File: src/rtl/icache_refill_pkg.sv
// Shared types and constants for the icache refill controller and its victim selector.
package icache_refill_pkg;

  typedef enum logic [2:0] {
    StIdle,
    StAr,
    StR,
    StTag,
    StFinish
  } icache_refill_state_e;

  typedef struct packed {
    logic        valid;
    logic [19:0] ppn;
  } cache_tag_t;

  localparam logic [1:0] AxiBurstIncr = 2'b01;
  localparam logic [1:0] AxiBurstWrap = 2'b10;
  localparam logic [2:0] AxiSize8B    = 3'b011;
  localparam logic [1:0] AxiRespOkay  = 2'b00;

  // Line geometry: 4 words per line, word offset paddr[4:3], set index paddr[11:5].
  localparam int unsigned Wpl    = 4;
  localparam int unsigned OffLsb = 3;
  localparam int unsigned OffMsb = 4;
  localparam int unsigned IdxLsb = 5;
  localparam int unsigned IdxMsb = 11;
  localparam int unsigned PpnLsb = 12;

  // Burst type used for a line refill.
  function automatic logic [1:0] line_burst(input logic cwf);
    return cwf ? AxiBurstWrap : AxiBurstIncr;
  endfunction

  // Valid tag entry for the page that holds paddr.
  function automatic cache_tag_t make_tag(input logic [31:0] paddr);
    cache_tag_t t;
    t.valid = 1'b1;
    t.ppn   = paddr[31:PpnLsb];
    return t;
  endfunction

endpackage

File: src/rtl/icache_refill_ctrl_victim_sel.sv
// Round-robin victim way selector: one-hot way output, advances on request.
module icache_victim_sel #(
  parameter int unsigned WayNum = 2
) (
  input  logic              clk,
  input  logic              rst_n,
  input  logic              i_advance,
  output logic [WayNum-1:0] o_way_oh
);

  localparam int unsigned PtrW = (WayNum > 1) ? $clog2(WayNum) : 1;

  logic [PtrW-1:0] r_ptr;

  // Pointer steps to the next way after each installed line, wrapping at WayNum.
  always_ff @(posedge clk or negedge rst_n) begin
    if (!rst_n) begin
      r_ptr <= '0;
    end else if (i_advance) begin
      r_ptr <= (r_ptr == PtrW'(WayNum - 1)) ? '0 : r_ptr + 1'b1;
    end
  end

  // Decode the pointer to a one-hot way select.
  always_comb begin
    o_way_oh        = '0;
    o_way_oh[r_ptr] = 1'b1;
  end

endmodule

File: src/rtl/icache_refill_ctrl.sv
// icache miss sequencer between the lookup stage and the AXI read master.
// Build option ICACHE_REFILL_CWF_EN: critical-word-first WRAP bursts with early restart.
module icache_refill_ctrl
  import icache_refill_pkg::*;
#(
  parameter int unsigned WAY_NUM    = 2,
  parameter int unsigned WORD_SIZE  = 64,
  parameter int unsigned DATA_DEPTH = 128,
  parameter int unsigned BLOCK_SIZE = 256
) (
  input  logic                            clk,
  input  logic                            rst_n,
  input  logic                            flush_i,
  input  logic                            miss_valid_i,
  output logic                            miss_ready_o,
  input  logic [31:0]                     miss_paddr_i,
  input  logic                            miss_uncache_i,
  output logic                            busy_o,
  output logic                            resp_valid_o,
  output logic [WORD_SIZE-1:0]            resp_data_o,
  output logic                            resp_err_o,
  output logic                            arvalid_o,
  input  logic                            arready_i,
  output logic [31:0]                     araddr_o,
  output logic [7:0]                      arlen_o,
  output logic [2:0]                      arsize_o,
  output logic [1:0]                      arburst_o,
  input  logic                            rvalid_i,
  output logic                            rready_o,
  input  logic [WORD_SIZE-1:0]            rdata_i,
  input  logic [1:0]                      rresp_i,
  input  logic                            rlast_i,
  output logic [WAY_NUM-1:0]              rf_data_we_o,
  output logic [$clog2(DATA_DEPTH*Wpl)-1:0] rf_data_addr_o,
  output logic [WORD_SIZE-1:0]            rf_data_o,
  output logic [WAY_NUM-1:0]              rf_tag_we_o,
  output logic [$clog2(DATA_DEPTH)-1:0]   rf_tag_addr_o,
  output logic [$bits(cache_tag_t)-1:0]   rf_tag_o
);

`ifdef ICACHE_REFILL_CWF_EN
  localparam logic CwfEn = 1'b1;
`else
  localparam logic CwfEn = 1'b0;
`endif

  localparam logic [7:0] CachedLen = 8'(BLOCK_SIZE / WORD_SIZE - 1);

  icache_refill_state_e     r_state;
  logic [31:0]              r_paddr;
  logic                     r_uncache;
  logic                     r_err;
  logic                     r_flush_pend;
  logic                     r_delivered;
  logic [WAY_NUM-1:0]       r_victim_oh;
  logic [$clog2(Wpl)-1:0]   r_beat_off;
  logic [7:0]               r_beat_cnt;

  logic                     w_accept;
  logic                     w_beat_hit;
  logic                     w_err_next;
  logic                     w_flushed;
  logic                     w_advance;
  logic [WAY_NUM-1:0]       w_victim_oh;

  assign w_accept   = (r_state == StIdle) && miss_valid_i && miss_ready_o && !flush_i;
  assign w_beat_hit = (r_beat_off == r_paddr[OffMsb:OffLsb]);
  // A short or long burst (rlast at the wrong beat) is reported like a bus error.
  assign w_err_next = r_err | (rresp_i != AxiRespOkay) | (rlast_i & (r_beat_cnt != arlen_o));
  assign w_flushed  = r_flush_pend | flush_i;
  // Only a successfully installed line consumes the victim way.
  assign w_advance  = (r_state == StTag) && (|rf_tag_we_o);

  icache_victim_sel #(
    .WayNum(WAY_NUM)
  ) u_victim_sel (
    .clk      (clk),
    .rst_n    (rst_n),
    .i_advance(w_advance),
    .o_way_oh (w_victim_oh)
  );

  // Refill FSM with all outputs registered; pulses are set on the edge entering their cycle.
  always_ff @(posedge clk or negedge rst_n) begin
    if (!rst_n) begin
      r_state        <= StIdle;
      r_paddr        <= '0;
      r_uncache      <= 1'b0;
      r_err          <= 1'b0;
      r_flush_pend   <= 1'b0;
      r_delivered    <= 1'b0;
      r_victim_oh    <= '0;
      r_beat_off     <= '0;
      r_beat_cnt     <= '0;
      miss_ready_o   <= 1'b0;
      busy_o         <= 1'b0;
      resp_valid_o   <= 1'b0;
      resp_data_o    <= '0;
      resp_err_o     <= 1'b0;
      arvalid_o      <= 1'b0;
      araddr_o       <= '0;
      arlen_o        <= '0;
      arsize_o       <= '0;
      arburst_o      <= '0;
      rready_o       <= 1'b0;
      rf_data_we_o   <= '0;
      rf_data_addr_o <= '0;
      rf_data_o      <= '0;
      rf_tag_we_o    <= '0;
      rf_tag_addr_o  <= '0;
      rf_tag_o       <= '0;
    end else begin
      rf_data_we_o <= '0;
      rf_tag_we_o  <= '0;
      resp_valid_o <= 1'b0;
      if ((r_state != StIdle) && flush_i) begin
        r_flush_pend <= 1'b1;
      end
      unique case (r_state)
        StIdle: begin
          miss_ready_o <= !w_accept;
          if (w_accept) begin
            r_paddr     <= miss_paddr_i;
            r_uncache   <= miss_uncache_i;
            r_victim_oh <= w_victim_oh;
            r_err       <= 1'b0;
            r_delivered <= 1'b0;
            r_beat_cnt  <= '0;
            // Incrementing line bursts start at word 0; every other burst starts at the fetched word.
            r_beat_off  <= (miss_uncache_i || CwfEn) ? miss_paddr_i[OffMsb:OffLsb] : '0;
            arvalid_o   <= 1'b1;
            araddr_o    <= (miss_uncache_i || CwfEn) ? {miss_paddr_i[31:3], 3'b000}
                                                     : {miss_paddr_i[31:5], 5'b00000};
            arlen_o     <= miss_uncache_i ? 8'd0 : CachedLen;
            arsize_o    <= AxiSize8B;
            arburst_o   <= miss_uncache_i ? AxiBurstIncr : line_burst(CwfEn);
            busy_o      <= 1'b1;
            r_state     <= StAr;
          end
        end
        StAr: begin
          if (arready_i) begin
            arvalid_o <= 1'b0;
            rready_o  <= 1'b1;
            r_state   <= StR;
          end
        end
        StR: begin
          if (rvalid_i) begin
            r_beat_off     <= r_beat_off + 1'b1;
            r_beat_cnt     <= r_beat_cnt + 8'd1;
            r_err          <= w_err_next;
            rf_data_o      <= rdata_i;
            rf_data_addr_o <= {r_paddr[IdxMsb:IdxLsb], r_beat_off};
            if (!r_uncache) begin
              rf_data_we_o <= r_victim_oh;
            end
            if (w_beat_hit) begin
              resp_data_o <= rdata_i;
            end
            // Early restart: hand the critical word to fetch as soon as it lands.
            if (CwfEn && !r_uncache && w_beat_hit && !w_flushed) begin
              resp_valid_o <= 1'b1;
              resp_err_o   <= w_err_next;
              r_delivered  <= 1'b1;
            end
            if (rlast_i) begin
              rready_o <= 1'b0;
              if (r_uncache) begin
                if (!w_flushed && !r_delivered) begin
                  resp_valid_o <= 1'b1;
                  resp_err_o   <= w_err_next;
                end
                r_state <= StFinish;
              end else begin
                if (!w_err_next) begin
                  rf_tag_we_o <= r_victim_oh;
                end
                rf_tag_addr_o <= r_paddr[IdxMsb:IdxLsb];
                rf_tag_o      <= make_tag(r_paddr);
                r_state       <= StTag;
              end
            end
          end
        end
        StTag: begin
          if (!w_flushed && !r_delivered) begin
            resp_valid_o <= 1'b1;
            resp_err_o   <= r_err;
          end
          r_state <= StFinish;
        end
        StFinish: begin
          busy_o       <= 1'b0;
          miss_ready_o <= 1'b1;
          r_flush_pend <= 1'b0;
          r_state      <= StIdle;
        end
        default: r_state <= StIdle;
      endcase
    end
  end

endmodule

File: config.mk
export PLATFORM = sky130hd
export DESIGN_NAME = icache_refill_ctrl
export DESIGN_NICKNAME = d
export VERILOG_FILES = /design/src/rtl/icache_refill_pkg.sv /design/src/rtl/icache_refill_ctrl_victim_sel.sv /design/src/rtl/icache_refill_ctrl.sv
export SDC_FILE = /design/constraint.sdc
export NUM_CORES = 1
export LEC_CHECK = 0
export CAP_MARGIN = 20
export CORE_MARGIN = 8
export CORE_UTILIZATION = 45
export CTS_BUF_LIST = sky130_fd_sc_hd__clkbuf_16
export DETAILED_ROUTE_END_ITERATION = 8
export PLACE_DENSITY_LB_ADDON = 0.12
export SYNTH_ARGS = -nofsm -noshare
export SYNTH_HDL_FRONTEND = slang
export SYNTH_SLANG_ARGS = --single-unit
File: constraint.sdc
create_clock -name clk -period 2.8 [get_ports clk]
set_clock_uncertainty 0.1 [all_clocks]
set_input_delay 0.84 -clock clk [delete_from_list [all_inputs] [get_ports clk]]
set_output_delay 0.84 -clock clk [all_outputs]
set_load 0.1 [all_outputs]
==> impl.org <==
** Status
- The run finished with clean final reports.

** Place
- Number of buffer cells added on primary ports :: 311
- RePlAce Congestion :: 0.772
- Hpwl dp :: 17500 um

** Worst setup path
- The largest individual stage delay along the critical path comes from the cell sky130_fd_sc_hd__dfrtp_1.
- In this run the critical register-to-register path is launched from r_state[1].
- The worst setup path is captured at a primary output.
- The worst setup path is launched from a flop.
- For this run, the slowest stage of the critical path takes 440 ps.
- Data required, critical path :: 1860 ps
- Largest fanout of any net on the critical path :: 5
- Number of cells traversed by the worst register-to-register path :: 6
- The kind of cell with the highest combined delay along the critical path is flip-flops.
- Number of logic stages on the critical path including buffering :: 1
- Worst-path cell chain :: buf_4
- Together, buffers and inverters on the worst path number 1.
- Endpoint arrival time on the critical path :: 1280 ps
- First element of the critical path :: arlen_o[0]
- The setup path with the least slack is of type flop to primary output.

** Clocking
- Clock-pin slew was measured on the worst setup and hold paths at 50 ps.
- Number of clock buffers inserted by TritonCTS :: 25
- The tree is rooted in a sky130_fd_sc_hd__clkbuf_16.
- # clock sinks :: 227
- The later pin in the worst-skew pair is clocked with a latency of 510 ps.
- In this run the number of H-tree levels came out at 1.
- TritonCTS built the clock tree.
- In this run the deepest clock path goes through 3 buffers.
- Number of instances resized during post-cts repair :: 0
- In this run, post-CTS hold repair placed 0 buffers.
- Number of buffers inserted by post-CTS setup repair :: 0

** Layout
- Leading cell types in the layout, fill and taps excluded :: sky130_fd_sc_hd__nand2_1, sky130_fd_sc_hd__dfrtp_1, sky130_fd_sc_hd__buf_4
- The area growth from synthesis to layout is 38.9%.
- The repair_antennas step left the layout with diodes totalling 0.
- Layout cell share with drive strength beyond 1 :: 0.311
- Most common library cell in the layout ignoring fill and taps :: sky130_fd_sc_hd__nand2_1
- Number of nets in the layout :: 1221

** Route
- Post-route DRC :: 0
- Sum of routed wire length over all layers :: 24500 um
- Via count :: 6632
- Drt wl/cell :: 17.6 um
- Count of routing violations after the opening detailed-route iteration :: 333
- Average via count per standard cell :: 4.76
- Post-route ant nets :: 0
- For this run, the detailed router's first-pass iteration total came to 4.

** STA
- In the final timing run, aggregate negative setup slack is 0 ps.
- Number of failing setup endpoints in the final timing report :: 0
- The final hold violation count was 0.
- Setup repair after global routing left no endpoint under its margin.
- In the finished design, the share of the clock period the worst path needs comes to 0.794.
- Max-slew headroom :: 0.623
- Max Freq :: 450 MHz
- The number of max-slew violations in the final report came to 0.
- Worst-margin pin slew :: 565 ps
- Shortest clock period the worst path allows after layout :: 2220 ps

** Global routing
- The number of antenna violations at the first check in global routing came to 0.
- Entering global routing, the biggest net connects 81 pins.
- The first global-routing pass estimated 38900 um of wire.
- Via count of the first global-routing pass :: 7044
- Summed over all layers, the global routing overflow is 0.
- In the global route stage, overall resource usage came out at 0.197.

** Logic synthesis
- sky130_fd_sc_hd__dfrtp_1 takes more of the synthesized area than any other cell.
- Count of cell types in the netlist :: 43
- Of the synthesized area, sequential elements account for 0.628.
- Post-synthesis average cell area :: 11.1 um^2
- Post-Syn Instances :: 817
- Total standard cell area after synthesis :: 0.00904 mm^2
- The share of synthesized area in the top cell type comes to 0.628.
- Flip-flop and latch count after synthesis :: 227
- Yosys attributes the largest share of cell area to sky130_fd_sc_hd__dfrtp_1, sky130_fd_sc_hd__nand2_1, sky130_fd_sc_hd__mux2_2, sky130_fd_sc_hd__buf_4, sky130_fd_sc_hd__mux2_1.
- Synth warn :: 0

** Flow run
- Number of max-capacitance violations reported :: 0

** Floorplan
- The die is 158 um tall.
- Floorplan die width :: 158 um
- Row Count :: 52
- For this design the top-level I/O count stands at 326.
- The floorplan step defined a die boundary enclosing 0.0249 mm^2.
- Effective utilization at floorplan :: 0.453
- Area of the core :: 0.0200 mm^2

** Min path
- The tightest min-delay check is of the primary input to asynchronous set/reset pin type.
sequential cells by signal, summed over array words and instances (netlist names), 2 cells and up:
register	count
r_beat_off	2
rf_tag_o	21
rf_data_addr_o	9
r_victim_oh	2
rf_tag_we_o	2
r_state	3
rf_data_we_o	2
araddr_o	3
rf_data_o	64
rf_tag_addr_o	7
r_beat_cnt	8
r_paddr	28
resp_data_o	64
metrics by stage:
step | cell area (um^2) | utilization | std cells | hold slack, ps | setup WS, ps
after CTS | 12600 | 0.628 | 1392 | 209 | 551
after detailed placement | 11900 | 0.595 | 1357 | 363 | 58.6
after global routing | 12600 | 0.628 | 1392 | 219 | 497
after global placement | 11900 | 0.595 | 1357 | 350 | 74.6
final | 12600 | 0.628 | 1392 | 190 | 576
after floorplan | 9080 | - | 827 | 338 | 493
area by class of cell:
type / instances / area (um^2)
inverters: 2 / 7.51
repair buffers: 339 / 2960
fillers: 1692 / 7420
clock buffers: 25 / 626
flip-flops and latches: 227 / 5680
multi-input cells: 519 / 2900
well taps: 270 / 338
clock inverters: 10 / 45.0
cells by family (layout without fill, tap and decap cells):
family          after synthesis  after routing  share of synthesized area
simple gates                377            377                      0.170
flops                       227            227                      0.628
mux                          93             93                      0.116
buf+inv                      81            376                     0.0573
compound gates               31             31                     0.0208
xor+xnor                      6              6                    0.00581
fa+ha+maj                     1              1                    0.00138
other cells                   1             11                   0.000415
path summary, 6_finish.rpt:
kind                                   end  slack (ps)
hold / removal                 r_paddr[23]         190
hold reg to reg              rf_data_o[27]         370
setup reg to reg           resp_data_o[51]         640
min in group clk             rf_data_o[27]         370
setup / recovery                arlen_o[1]         580
max in group asynchronous      r_paddr[21]        1720
Yosys cell counts (all sizes together):
library cell	number
a21o	1
a21oi	9
a22o	1
a31oi	3
and3	6
and4	1
buf	63
clkbuf	16
conb	1
dfrtp	227
ha	1
inv	2
mux2	92
mux2i	1
nand2	326
nand2b	1
nand3	6
nand3b	2
nand4	4
nand4b	1
nor2	16
nor2b	4
nor3	2
nor3b	1
nor4	2
nor4bb	1
o211ai	3
o21a	2
o21ai	8
o21bai	2
o22a	1
o22ai	1
or2	1
or3	1
or4	2
xnor2	1
xor2	5
per-layer routing:
layer	part of all wire	up-vias	global-route usage
li1	-	3176	-
met1	0.39	3202	0.242
met5	0	-	0
met3	0.10	35	0.0715
met2	0.48	219	0.321
met4	0.024	0	0.0571
Power is left out: the tool's default activity adds up to more than one toggle a clock period on the data nets, which glitch-free logic cannot reach.
